`config.mk`:
```
export PLATFORM = sky130hd
export DESIGN_NAME = fetch_unit_flat
export DESIGN_NICKNAME = d
export VERILOG_FILES = /design/src/rtl/fetch_unit_if.sv /design/src/rtl/fetch_unit.sv /design/src/flat_wrapper.sv
export SDC_FILE = /design/constraint.sdc
export NUM_CORES = 1
export LEC_CHECK = 0
export BUFFER_PORTS_ARGS = -buffer_cell sky130_fd_sc_hd__buf_2
export CAP_MARGIN = 20
export CORE_MARGIN = 1.5
export CORE_UTILIZATION = 46
export DETAILED_ROUTE_END_ITERATION = 16
export PLACE_DENSITY = 0.77
export SLEW_MARGIN = 20
export SYNTH_ARGS = -nofsm -noshare
export SYNTH_HDL_FRONTEND = slang
export SYNTH_SLANG_ARGS = --single-unit
```
`constraint.sdc`:
```
create_clock -name clk -period 2.15 [get_ports clk]
set_clock_uncertainty 0.15 [all_clocks]
set_input_delay 0.43 -clock clk [delete_from_list [all_inputs] [get_ports clk]]
set_output_delay 0.43 -clock clk [all_outputs]
set_load 0.02 [all_outputs]
```
`src/rtl/fetch_unit_if.sv`:
```
// Fetch-stage bus: instruction-memory port, execute redirect and IF/ID handshake.
// master = fetch_unit, slave = the surrounding pipeline/memory.
interface fetch_unit_if;
  logic [31:0] imem_addr;
  logic [31:0] imem_instr;
  logic        redirect_valid;
  logic [31:0] redirect_pc;
  logic        id_ready;
  logic        id_valid;
  logic [31:0] id_instr;
  logic [31:0] id_pc;
  logic [31:0] id_pc_plus4;

  modport master (
    output imem_addr,
    input  imem_instr,
    input  redirect_valid,
    input  redirect_pc,
    input  id_ready,
    output id_valid,
    output id_instr,
    output id_pc,
    output id_pc_plus4
  );

  modport slave (
    input  imem_addr,
    output imem_instr,
    output redirect_valid,
    output redirect_pc,
    output id_ready,
    input  id_valid,
    input  id_instr,
    input  id_pc,
    input  id_pc_plus4
  );
endinterface

```
`src/rtl/fetch_unit.sv`:
```
// Instruction-fetch stage: PC, combinational imem access, IF/ID register, halt detect.
// Optional misaligned-redirect trap enabled by defining FETCH_MISALIGN_TRAP_EN.
module fetch_unit #(
  parameter logic [31:0] RESET_PC   = 32'h0000_0000,
  parameter logic [31:0] NOP_INSTR  = 32'h0000_0013,
  parameter logic [31:0] HALT_INSTR = 32'h0000_006F
) (
  input  logic               clk,
  input  logic               rst,
  fetch_unit_if.master       bus,
  output logic [31:0]        fetch_count,
  output logic               halted,
  output logic               fetch_misaligned
);

  typedef enum logic {EMPTY, FULL} state_t;

  state_t      state_q, state_d;
  logic [31:0] pc_q, pc_d;
  logic [31:0] instr_q, instr_d;
  logic [31:0] idpc_q, idpc_d;
  logic [31:0] idpc4_q, idpc4_d;
  logic [31:0] count_q, count_d;
  logic        halted_q, halted_d;
  logic        misal_q, misal_d;

  logic        redir_go;
  logic        trap_go;
  logic        blocked;
  logic        stall;

`ifdef FETCH_MISALIGN_TRAP_EN
  // Once trapped, redirects are ignored and fetching stays frozen until reset.
  assign trap_go  = bus.redirect_valid && !misal_q && (bus.redirect_pc[1:0] != 2'b00);
  assign redir_go = bus.redirect_valid && !misal_q && (bus.redirect_pc[1:0] == 2'b00);
  assign blocked  = misal_q;
`else
  assign trap_go  = 1'b0;
  assign redir_go = bus.redirect_valid;
  assign blocked  = 1'b0;
`endif

  assign stall = (state_q == FULL) && !bus.id_ready;

  always_comb begin
    state_d  = state_q;
    pc_d     = pc_q;
    instr_d  = instr_q;
    idpc_d   = idpc_q;
    idpc4_d  = idpc4_q;
    count_d  = count_q;
    halted_d = halted_q;
    misal_d  = misal_q;

    if (redir_go) begin
      pc_d    = {bus.redirect_pc[31:2], 2'b00};
      state_d = EMPTY;
      instr_d = NOP_INSTR;
    end else if (trap_go) begin
      misal_d = 1'b1;
      state_d = EMPTY;
      instr_d = NOP_INSTR;
    end else if (!(blocked || stall)) begin
      instr_d = bus.imem_instr;
      idpc_d  = pc_q;
      idpc4_d = pc_q + 32'd4;
      pc_d    = pc_q + 32'd4;
      state_d = FULL;
      count_d = (count_q == '1) ? count_q : count_q + 32'd1;
      if (bus.imem_instr == HALT_INSTR) halted_d = 1'b1;
    end
  end

  always_ff @(posedge clk) begin
    if (rst) begin
      state_q  <= EMPTY;
      pc_q     <= RESET_PC;
      instr_q  <= NOP_INSTR;
      idpc_q   <= '0;
      idpc4_q  <= 32'd4;
      count_q  <= '0;
      halted_q <= 1'b0;
      misal_q  <= 1'b0;
    end else begin
      state_q  <= state_d;
      pc_q     <= pc_d;
      instr_q  <= instr_d;
      idpc_q   <= idpc_d;
      idpc4_q  <= idpc4_d;
      count_q  <= count_d;
      halted_q <= halted_d;
      misal_q  <= misal_d;
    end
  end

  assign bus.imem_addr   = pc_q;
  assign bus.id_valid    = (state_q == FULL);
  assign bus.id_instr    = instr_q;
  assign bus.id_pc       = idpc_q;
  assign bus.id_pc_plus4 = idpc4_q;
  assign fetch_count     = count_q;
  assign halted          = halted_q;
  assign fetch_misaligned = misal_q;

endmodule

```
`src/flat_wrapper.sv`:
```
// flat-port wrapper written by rule: the top's interface ports become plain ports
module fetch_unit_flat 
#(
  parameter logic [31:0] RESET_PC   = 32'h0000_0000,
  parameter logic [31:0] NOP_INSTR  = 32'h0000_0013,
  parameter logic [31:0] HALT_INSTR = 32'h0000_006F
)
  (clk, rst, fetch_count, halted, fetch_misaligned, bus_imem_addr, bus_imem_instr, bus_redirect_valid, bus_redirect_pc, bus_id_ready, bus_id_valid, bus_id_instr, bus_id_pc, bus_id_pc_plus4);
  fetch_unit_if bus_i ();
  input  logic clk;
  input  logic rst;
  output logic [31:0] fetch_count;
  output logic halted;
  output logic fetch_misaligned;
  output wire logic [$bits(bus_i.imem_addr)-1:0] bus_imem_addr;
  input wire logic [$bits(bus_i.imem_instr)-1:0] bus_imem_instr;
  input wire logic [$bits(bus_i.redirect_valid)-1:0] bus_redirect_valid;
  input wire logic [$bits(bus_i.redirect_pc)-1:0] bus_redirect_pc;
  input wire logic [$bits(bus_i.id_ready)-1:0] bus_id_ready;
  output wire logic [$bits(bus_i.id_valid)-1:0] bus_id_valid;
  output wire logic [$bits(bus_i.id_instr)-1:0] bus_id_instr;
  output wire logic [$bits(bus_i.id_pc)-1:0] bus_id_pc;
  output wire logic [$bits(bus_i.id_pc_plus4)-1:0] bus_id_pc_plus4;
  assign bus_imem_addr = bus_i.imem_addr;
  assign bus_i.imem_instr = bus_imem_instr;
  assign bus_i.redirect_valid = bus_redirect_valid;
  assign bus_i.redirect_pc = bus_redirect_pc;
  assign bus_i.id_ready = bus_id_ready;
  assign bus_id_valid = bus_i.id_valid;
  assign bus_id_instr = bus_i.id_instr;
  assign bus_id_pc = bus_i.id_pc;
  assign bus_id_pc_plus4 = bus_i.id_pc_plus4;
  fetch_unit #(.RESET_PC(RESET_PC), .NOP_INSTR(NOP_INSTR), .HALT_INSTR(HALT_INSTR)) u_core (.clk(clk), .rst(rst), .bus(bus_i), .fetch_count(fetch_count), .halted(halted), .fetch_misaligned(fetch_misaligned));
endmodule
```
==> impl_metrics.tcl <==
set metrics [dict create \
    dp_slack_ns -0.130 \
    r2r_slack_ns -0.07 \
    io_pins 231 \
    rows 45 \
    die_area_um2 16000 \
    hold_class "in2reg" \
    timing.reg2reg.worst_path_depth 9 \
    cts_tree "built" \
    initial_core_util 0.466 \
    grt_pass1_wl_um 32300 \
    drtIter0Drc 493 \
    coreArea_um2 15100 \
    slowest_stage "or3_4" \
    dpl_cell_area_um2 8770 \
    reg2reg_to "u_core.fetch_count[15]" \
    finalCritPeriodShare 1.03 \
    finalSetupViolations 12 \
    antenna_found_initial 2 \
    firstDrtPassIters 5 \
    grt_max_degree 60 \
    slowest_delay_ns 0.42 \
    clock_sinks 156 \
    wl_um 21000 \
    ys_ff_latch 156 \
    die_height_um 127 \
    hold_viol_final 0 \
    worstSetupEndpointType "flip-flop" \
    routedWlPerCell_um 15.7 \
    p_leak_nw 4.31 \
    whs_ns 0.102 \
    fin_nets 1202 \
    setup_ws_ns -0.0739 \
    clockRootBuffer "clkbuf_16" \
    detail-route-antenna-nets 0 \
    io_buffers 221 \
    status "finished, violations left" \
    hp-start "bus_redirect_pc[4]" \
    final_util 0.646 \
    clk_path_buf_depth 2 \
    syn_inst 862 \
    synth_edf_count 0 \
    grt_pass1_vias 6370 \
    hold_end "u_core.bus.imem_addr[4]" \
    synth_cell_types 54 \
    stdcell_area_um2 9750 \
    final_common_cell "buf_2" \
    cp.required_ns 2.33 \
    max_cap_viol_count 0 \
    critical_path_class "reg2reg" \
    rsz0062_at_grt "yes" \
    violations "negative setup slack" \
    ir_drop_mv 0.535 \
    grt.total_usage 0.251 \
    vias 7113 \
    gp_congestion 0.837 \
    htree_levels 4 \
    viasPerCell 5.33 \
    arrival_ns 2.41 \
    power.density_nw_per_um2 748 \
    critPathLaunchType "flip-flop" \
    hpwl_um 14500 \
    crit_path_cell_trace "ha_4 -> nand4_1 -> or3_4 -> buf_6 -> o31ai_4 -> buf_4 -> buf_16 -> o21ai_1 -> a21oi_1" \
    drc 0 \
    reg2reg_from "u_core.fetch_count[0]" \
    path_buf_inv 3 \
    clock.fmax_ghz 0.450 \
    slew_viol_final 0 \
    grt_overflow 0 \
    numCtsBuffers 17 \
    insertion_delay_ns 0.41 \
    ys.flop_type "dfxtp_1" \
    areaGrowthSynthToFinish_pct 38.5 \
    clkTransAtPathRegs_ns 0.06 \
    yosysSeqAreaShare 0.444 \
    drive_gt1_frac 0.341 \
    yosysWarnings 0 \
    min_period_ns 2.22 \
    critPathMaxFanout 10 \
    die-width_um 127 \
    synth_async_sr_flop_share 0 \
    avgSynthCellArea_um2 8.16 \
    mostFrequentLayoutCells "buf_2, nand2_1, dfxtp_1" \
    power_mw 7.29 \
    min_delay_path_depth 3 \
    crit_family "simple AND/OR/NAND/NOR gates" \
    netlist_area_um2 7040 \
]
tightest hold or removal path, cell delays in order:
cell	delay [ns]
buf_2	0.07
mux2i_1	0.05
nor2_1	0.07
per-layer routing:
metal | share of wire | track usage | vias to the layer above | wire length (um)
met5 | 0 | 0 | - | 0
met2 | 0.48 | 0.420 | 238 | 10100
met3 | 0.066 | 0.0624 | 25 | 1380
met1 | 0.44 | 0.322 | 3314 | 9150
li1 | - | - | 3536 | -
met4 | 0.015 | 0.0709 | 0 | 316
timing repair:
item,in CTS,in global routing
cloned,2,0
hold buffers,0,0
endpoints found under the setup margin,19,50
buffers inserted,3,10
resized for setup,6,26
pin swaps,2,15
power breakdown:
part	internal, mW	switching [mW]
combinational	0.353	0.570
clock	2.02	1.24
sequential	3.02	0.0965
worst max-delay path by stage:
stage | from | end | cells past startpoint
floorplan | u_core.fetch_count[0] | u_core.fetch_count[1] | 9
global route | u_core.fetch_count[0] | u_core.fetch_count[1] | 9
detailed placement | u_core.fetch_count[0] | u_core.fetch_count[29] | 6
finish | u_core.fetch_count[0] | u_core.fetch_count[15] | 9
global placement | u_core.fetch_count[0] | u_core.fetch_count[31] | 6
CTS | u_core.fetch_count[0] | u_core.fetch_count[1] | 9
per-stage QoR:
step,setup TNS (ns),std cells
after global placement,-0.437,1286
after CTS,-0.124,1323
final,-0.359,1335
after floorplan,-0.0274,868
after detailed placement,-0.830,1286
after global routing,-1.77,1334
state kept, by name, indices dropped and copies added, names as in the netlist:
name                    count
u_core.bus.id_instr        32
u_core.fetch_count         32
u_core.bus.id_pc           30
u_core.bus.id_pc_plus4     30
u_core.bus.imem_addr       30
u_core.bus.id_valid         1
u_core.halted               1
area by class of cell:
| cell class | count | area (um2) |
|---|---|---|
| Antenna cell | 2 | 5.00 |
| Clock buffer | 19 | 453 |
| Clock inverter | 13 | 186 |
| Fill cell | 1284 | 5340 |
| Inverter | 7 | 26.3 |
| Multi-Input combinational cell | 632 | 3700 |
| Sequential cell | 156 | 3140 |
| Tap cell | 188 | 235 |
| Timing Repair Buffer | 318 | 2000 |
logic make-up (layout without fill, tap and decap cells):
kind of cell / count (synthesis) / count (layout) / synth area share
and+or+nand+nor: 383 / 383 / 0.264
AOI/OAI and AO/OA: 174 / 174 / 0.150
DFF: 156 / 156 / 0.444
buffers and inverters: 80 / 357 / 0.0544
xor gates and xnor gates: 61 / 61 / 0.0759
muxes: 5 / 5 / 0.00729
adders and majority gates: 2 / 2 / 0.00356
other: 1 / 9 / 0.000533
Yosys cell counts (2+ instances only):
cell type | n | area [um2]
a211oi_1 | 43 | 323
a21oi_1 | 93 | 465
and2_1 | 4 | 25.0
and3_1 | 8 | 50.1
and4_1 | 6 | 52.6
buf_1 | 4 | 15.0
buf_2 | 8 | 40.0
buf_4 | 7 | 52.6
buf_6 | 4 | 45.0
clkbuf_1 | 49 | 184
dfxtp_1 | 156 | 3120
ha_1 | 2 | 25.0
inv_1 | 7 | 26.3
mux2i_1 | 4 | 40.0
nand2_1 | 167 | 627
nand2b_1 | 2 | 12.5
nand3_1 | 35 | 175
nand4_1 | 26 | 163
nor2_1 | 72 | 270
nor2b_1 | 3 | 18.8
nor3_1 | 8 | 40.0
nor4_1 | 12 | 75.1
nor4_4 | 3 | 63.8
nor4b_1 | 2 | 17.5
o211ai_1 | 3 | 22.5
o21ai_0 | 12 | 60.1
o21ai_1 | 7 | 35.0
o31ai_1 | 6 | 45.0
or2_2 | 4 | 25.0
or3_1 | 17 | 106
or4_1 | 6 | 45.0
xnor2_1 | 15 | 131
xor2_1 | 46 | 403
Power figures use the tool's default switching activity.
